==> src/rtl/magic_device_reader_pkg.sv <==
// Shared types and defaults for the magic device burst reader.
package magic_device_reader_pkg;

  localparam int unsigned DEFAULT_DATA_W = 64;
  localparam int unsigned DEFAULT_SEL_W  = 12;
  localparam int unsigned LEN_W          = 8;

  typedef enum logic [1:0] {
    IDLE  = 2'd0,
    BURST = 2'd1,
    DRAIN = 2'd2
  } state_e;

endpackage

==> src/rtl/magic_reader_fifo.sv <==
// Response buffer: DEPTH entries of WIDTH bits with an occupancy count.
// The read port shows zero while empty so downstream sees clean data.
module magic_reader_fifo #(
  parameter int unsigned DEPTH = 4,
  parameter int unsigned WIDTH = 65
) (
  input  logic                         clock,
  input  logic                         reset_n,
  input  logic                         push_i,
  input  logic [WIDTH-1:0]             push_data_i,
  input  logic                         pop_i,
  output logic [WIDTH-1:0]             pop_data_o,
  output logic                         empty_o,
  output logic [$clog2(DEPTH+1)-1:0]   count_o
);

  localparam int unsigned AW = $clog2(DEPTH);
  localparam int unsigned CW = $clog2(DEPTH+1);

  logic [WIDTH-1:0] mem_q [DEPTH];
  logic [WIDTH-1:0] mem_d [DEPTH];
  logic [AW-1:0]    wr_ptr_q, wr_ptr_d;
  logic [AW-1:0]    rd_ptr_q, rd_ptr_d;
  logic [CW-1:0]    count_q, count_d;

  // Next-state for storage, pointers (wrap naturally, DEPTH is 2^n) and count
  always_comb begin
    mem_d    = mem_q;
    wr_ptr_d = wr_ptr_q;
    rd_ptr_d = rd_ptr_q;
    count_d  = count_q;
    if (push_i) begin
      mem_d[wr_ptr_q] = push_data_i;
      wr_ptr_d        = wr_ptr_q + 1'b1;
    end
    if (pop_i) begin
      rd_ptr_d = rd_ptr_q + 1'b1;
    end
    case ({push_i, pop_i})
      2'b10:   count_d = count_q + 1'b1;
      2'b01:   count_d = count_q - 1'b1;
      default: count_d = count_q;
    endcase
  end

  // Storage and pointer registers
  always_ff @(posedge clock or negedge reset_n) begin
    if (!reset_n) begin
      mem_q    <= '{default: '0};
      wr_ptr_q <= '0;
      rd_ptr_q <= '0;
      count_q  <= '0;
    end else begin
      mem_q    <= mem_d;
      wr_ptr_q <= wr_ptr_d;
      rd_ptr_q <= rd_ptr_d;
      count_q  <= count_d;
    end
  end

  assign empty_o    = (count_q == '0);
  assign count_o    = count_q;
  assign pop_data_o = empty_o ? '0 : mem_q[rd_ptr_q];

endmodule

==> src/rtl/magic_device_reader.sv <==
// Burst reader: accepts a (channel, length) request, pulls words from the
// magic device one per cycle under FIFO credit, and streams them out with
// a last marker on the final word.
module magic_device_reader
  import magic_device_reader_pkg::*;
#(
  parameter int unsigned DATA_W = DEFAULT_DATA_W,
  parameter int unsigned SEL_W  = DEFAULT_SEL_W,
  parameter int unsigned DEPTH  = 4
) (
  input  logic              clock,
  input  logic              reset_n,
  input  logic              req_valid,
  output logic              req_ready,
  input  logic [SEL_W-1:0]  req_select,
  input  logic [LEN_W-1:0]  req_len,
  output logic [SEL_W-1:0]  read_select,
  output logic              read_ready,
  input  logic              read_valid,
  input  logic [DATA_W-1:0] read_data,
  output logic              rsp_valid,
  input  logic              rsp_ready,
  output logic [DATA_W-1:0] rsp_data,
  output logic              rsp_last
);

  localparam int unsigned CW = $clog2(DEPTH+1);

  state_e             state_q, state_d;
  logic [LEN_W:0]     remaining_q, remaining_d;
  logic               pending_q, pending_d;
  logic               pending_last_q, pending_last_d;
  logic [SEL_W-1:0]   read_select_q, read_select_d;

  logic [CW-1:0]      fifo_count;
  logic               fifo_empty;
  logic               fifo_pop;
  logic [DATA_W:0]    fifo_out;
  logic               credit_ok;
  logic               beat;

  // A word in flight (pending) already owns a FIFO slot, so it counts
  // against the credit; this keeps the FIFO from ever overflowing.
  always_comb begin
    credit_ok = (({1'b0, fifo_count} + {{CW{1'b0}}, pending_q}) < (CW+1)'(DEPTH));
  end

  // Next-state, burst bookkeeping and handshake outputs
  always_comb begin
    state_d        = state_q;
    remaining_d    = remaining_q;
    read_select_d  = read_select_q;
    req_ready      = (state_q == IDLE);
    read_ready     = (state_q == BURST) && (remaining_q != '0) && credit_ok;
    beat           = read_ready && read_valid;
    pending_d      = beat;
    pending_last_d = beat && (remaining_q == (LEN_W+1)'(1));

    case (state_q)
      IDLE: begin
        if (req_valid) begin
          read_select_d = req_select;
          remaining_d   = {1'b0, req_len} + 1'b1;
          state_d       = BURST;
        end
      end
      BURST: begin
        if (beat) begin
          remaining_d = remaining_q - 1'b1;
          if (remaining_q == (LEN_W+1)'(1)) begin
            state_d = DRAIN;
          end
        end
      end
      DRAIN: begin
        if (pending_q && pending_last_q) begin
          state_d = IDLE;
        end
      end
      default: state_d = IDLE;
    endcase
  end

  // Control registers
  always_ff @(posedge clock or negedge reset_n) begin
    if (!reset_n) begin
      state_q        <= IDLE;
      remaining_q    <= '0;
      pending_q      <= 1'b0;
      pending_last_q <= 1'b0;
      read_select_q  <= '0;
    end else begin
      state_q        <= state_d;
      remaining_q    <= remaining_d;
      pending_q      <= pending_d;
      pending_last_q <= pending_last_d;
      read_select_q  <= read_select_d;
    end
  end

  assign read_select = read_select_q;
  assign fifo_pop    = !fifo_empty && rsp_ready;

  magic_reader_fifo #(
    .DEPTH (DEPTH),
    .WIDTH (DATA_W + 1)
  ) u_fifo (
    .clock       (clock),
    .reset_n     (reset_n),
    .push_i      (pending_q),
    .push_data_i ({pending_last_q, read_data}),
    .pop_i       (fifo_pop),
    .pop_data_o  (fifo_out),
    .empty_o     (fifo_empty),
    .count_o     (fifo_count)
  );

  assign rsp_valid = !fifo_empty;
  assign rsp_data  = fifo_out[DATA_W-1:0];
  assign rsp_last  = fifo_out[DATA_W];

endmodule

==> config.mk <==
export PLATFORM = sky130hd
export DESIGN_NAME = magic_device_reader
export DESIGN_NICKNAME = d
export VERILOG_FILES = /design/src/rtl/magic_device_reader_pkg.sv /design/src/rtl/magic_reader_fifo.sv /design/src/rtl/magic_device_reader.sv
export SDC_FILE = /design/constraint.sdc
export NUM_CORES = 1
export LEC_CHECK = 0
export CORE_MARGIN = 3
export CORE_UTILIZATION = 40
export DETAILED_ROUTE_END_ITERATION = 12
export HOLD_SLACK_MARGIN = 0.02
export PLACE_DENSITY_LB_ADDON = 0.15
export SLEW_MARGIN = 20
export SYNTH_ARGS = -nofsm -noshare
export SYNTH_HDL_FRONTEND = slang
export SYNTH_SLANG_ARGS = --single-unit
export TNS_END_PERCENT = 100
==> constraint.sdc <==
create_clock -name clock -period 5.09 [get_ports clock]
set_input_delay 0.509 -clock clock [delete_from_list [all_inputs] [get_ports clock]]
set_output_delay 0.509 -clock clock [all_outputs]
set_load 0.02 [all_outputs]
==> run_results.csv <==
group,metric,value,unit
grt,grt_first_pass_wirelength,47.2,mm
routing,post-route-drc-count,0,
logic_synthesis,seq_area_frac_synth,54.9,%
placement,gp_congestion,0.707,
critical_path,crit_buf_inv,2,
critical_path,r2r_start,"u_fifo.count_o[1]",
routing,ant_nets,0,
critical_path,cp_cell_sequence,"buf_12 -> mux4_2 -> and2_1 -> clkdlybuf4s50_1",
timing,whs,0.0794,ns
cells_and_area,areaGrowthSynthToFinish,25.0,%
power,p_per_area,748,nW/µm²
die,core,32700,µm²
power,irDropWorstVdd,0.000372,V
clock_tree,postCtsResizedCells,0,
cells_and_area,fillers,2860,
logic_synthesis,syn_avg_cell_area,14.9,µm²
logic_synthesis,synth_simple_gate_area_share,6.26,%
clock_tree,clk_latency,0.50,ns
critical_path,cp_max_fo,34,
logic_synthesis,synth_compound_gate_area_share,1.83,%
grt,grt_pass1_vias,8470,
clock_tree,numCtsBuffers,34,
routing,drt-total-wl,28.5,mm
clock_tree,cts_tree,"yes",
timing,tightestPinTransition,1.09,ns
logic_synthesis,async_flop_share,100,%
critical_path,cpPeakStageDelay,0.93,ns
logic_synthesis,synth.distinct_cells,42,
logic_synthesis,ys.flop_type,"dfrtp_1",
logic_synthesis,synthXorXnorAreaFrac,0.790,%
logic_synthesis,yosys-top-cells-count,"dfrtp_1, mux2_2, and2_1, mux4_2, nand2_1",
cells_and_area,antenna_cells,0,
critical_path,critPathCaptureType,"output pin",
logic_synthesis,synthMuxAreaShare,33.0,%
critical_path,crit_slowest_cell,"dfrtp_4",
critical_path,cp_top_family,"flip-flops",
hold_path,hold_class,"input pin to async pin",
logic_synthesis,synth_cells,893,
critical_path,critPathKind,"register to output pin",
logic_synthesis,synth-seq-cells,292,
logic_synthesis,yosysMostFrequentCell,"dfrtp_1",
timing,setup_tns,0,ns
grt,grtUsageTotal,16.5,%
timing,finalClockSkew,0.00714,ns
die,initial_core_util,40.7,%
timing,slew_violations,0,
grt,grt_max_degree,122,
clock_tree,post-cts-setup-buffers,0,
logic_synthesis,yosys.area.top_type,"dfrtp_1",
clock_tree,cts_num_sinks,292,
logic_synthesis,synth_edf_count,0,
logic_synthesis,synth_top_area_share,54.9,%
routing,drtIter0Drc,277,
placement,io_buffer_count,168,
cells_and_area,drive_gt1_share,37.9,%
logic_synthesis,synth_top_family_by_area,"multiplexers",
logic_synthesis,yosys_warnings,0,
clock_tree,clock_path_buffers,3,
timing,fin_crit_sh,70.8,%
timing,fin_crit,3.60,ns
timing,timing.fmax,0.278,GHz
critical_path,setup.worst_path.start,"u_fifo.rd_ptr_q[0]",
logic_synthesis,synth.area.top_cells,"dfrtp_1, mux2_2, mux4_2, and2_1, nand2_1",
clock_tree,hold_buffers,0,
flow_run,maxCapViolCount,0,
clock_tree,root_buffer,"clkbuf_16",
timing,setup_viol,0,
grt,gr-total-overflow,0,
clock_tree,cts_htree_levels,2,
routing,vias,7728,
logic_synthesis,synthesis.area,13300,µm²
logic_synthesis,synth.net_count,992,
status,status,"finished clean",
routing,via_per_inst,5.10,
timing,finalWorstSetupSlack,1.49,ns
timing,rsz0062_at_grt,"false",
grt,antenna_found_initial,2,
clock_tree,cts.reportedPaths.clkPinSlew,0.06,ns
routing,wl_per_cell,18.8,µm
placement,dp_hpwl,17.0,mm
die,io_pins,169,
timing,timing_hold_violations_final,0,
die,die_w,188,µm
critical_path,worstPathArrival,3.09,ns
routing,dr.pass1.iters,4,
die,rows,66,
logic_synthesis,synthAdderAreaFrac,0.997,%
placement,place_ws,1.93,ns
critical_path,required,4.58,ns
power,cellLeakagePower,0.00689,µW
critical_path,start_kind,"register",
cells_and_area,num-nets-final,1146,
die,die_h,188,µm
die,die-area,35500,µm²
timing,max_slew_margin,27.2,%
==> final timing paths <==
path	endpoint	slack [ns]	depth (start not counted)
hold / removal	u_fifo.mem_q[232]	0.08	1
setup / recovery	rsp_data[3]	1.49	4
min in group clock	read_select[1]	0.47	2
setup reg to reg	u_fifo.count_o[1]	2.56	6
hold reg to reg	read_select[1]	0.47	2
max in group asynchronous	u_fifo.mem_q[76]	3.68	2
==> registers in the layout (all words and copies together), names as in the netlist <==
register and count:
pending_last_q 1, pending_q 1, read_select 12, remaining_q 9, state_q 2, u_fifo.count_o 3, u_fifo.mem_q 260, u_fifo.rd_ptr_q 2
u_fifo.wr_ptr_q 2
==> layout by cell type, fill, tap and decap left out, types with 2 or more instances in the layout <==
master           count
buf_4                5
clkinv_2             4
buf_12               2
bufinv_16            5
nand3_1              4
a31oi_1              2
o21a_1               2
clkbuf_8             8
a21oi_2              6
dfrtp_1            290
nand4_1              3
mux2_2             260
and2_1              68
inv_1                8
o21ai_1              3
o21ai_0              9
ha_1                 9
nand2_1             46
xor2_1               7
mux4_2              65
clkbuf_16           37
nand2_4              4
dfrtp_4              2
xnor2_1              5
nor2_1              15
clkdlybuf4s50_1    167
clkbuf_1             8
a21oi_1              3
nor4_1               2
nor3_1               3
a21o_1               2
==> per-stage QoR <==
stage | total power [µW] | std cells | area, µm² | utilization, %
3_5_place_dp | 9950 | 1453 | 15400 | 47.1
6_report | 12500 | 1515 | 16600 | 50.9
3_3_place_gp | 9860 | 1453 | 15400 | 47.1
4_1_cts | 12700 | 1515 | 16600 | 50.9
5_1_grt | 13200 | 1515 | 16600 | 50.9
2_1_floorplan | 7840 | 893 | 13300 | -
==> kinds of logic (layout without fill, tap and decap cells) <==
kind of cell             count (synthesis)  after routing
multiplexers                           325            325
flip-flops                             292            292
AND/OR/NAND/NOR                        155            155
buffers and inverters                   65            245
AO/OA/AOI/OAI                           34             34
XOR/XNOR                                12             12
adder cells (fa/ha/maj)                 10             10
==> layer usage <==
layer  wire [µm]  global-route usage, %  up-vias  part of all wire (%)
met2       13900                   27.3      139                    49
met5          27                      0        -                 0.095
li1            -                      -     3531                     -
met1       12900                   22.5     4019                    45
met4         421                   3.61        4                   1.5
met3        1300                   3.57       35                   4.5
==> layout make-up <==
class	instances	area [µm²]	share of cell area, %
well taps	442	553	3.32
inverters	8	30.0	0.180
clock buffers	53	1070	6.41
multi-input cells	536	5740	34.5
repair buffers	175	1760	10.6
clock inverters	9	170	1.02
flip-flops and latches	292	7310	44.0
==> power breakdown <==
part	switching, µW	internal (µW)
clock	935	1690
sequential	800	3490
combinational	2260	3270
total	3990	8460
Power figures use the tool's default switching activity.
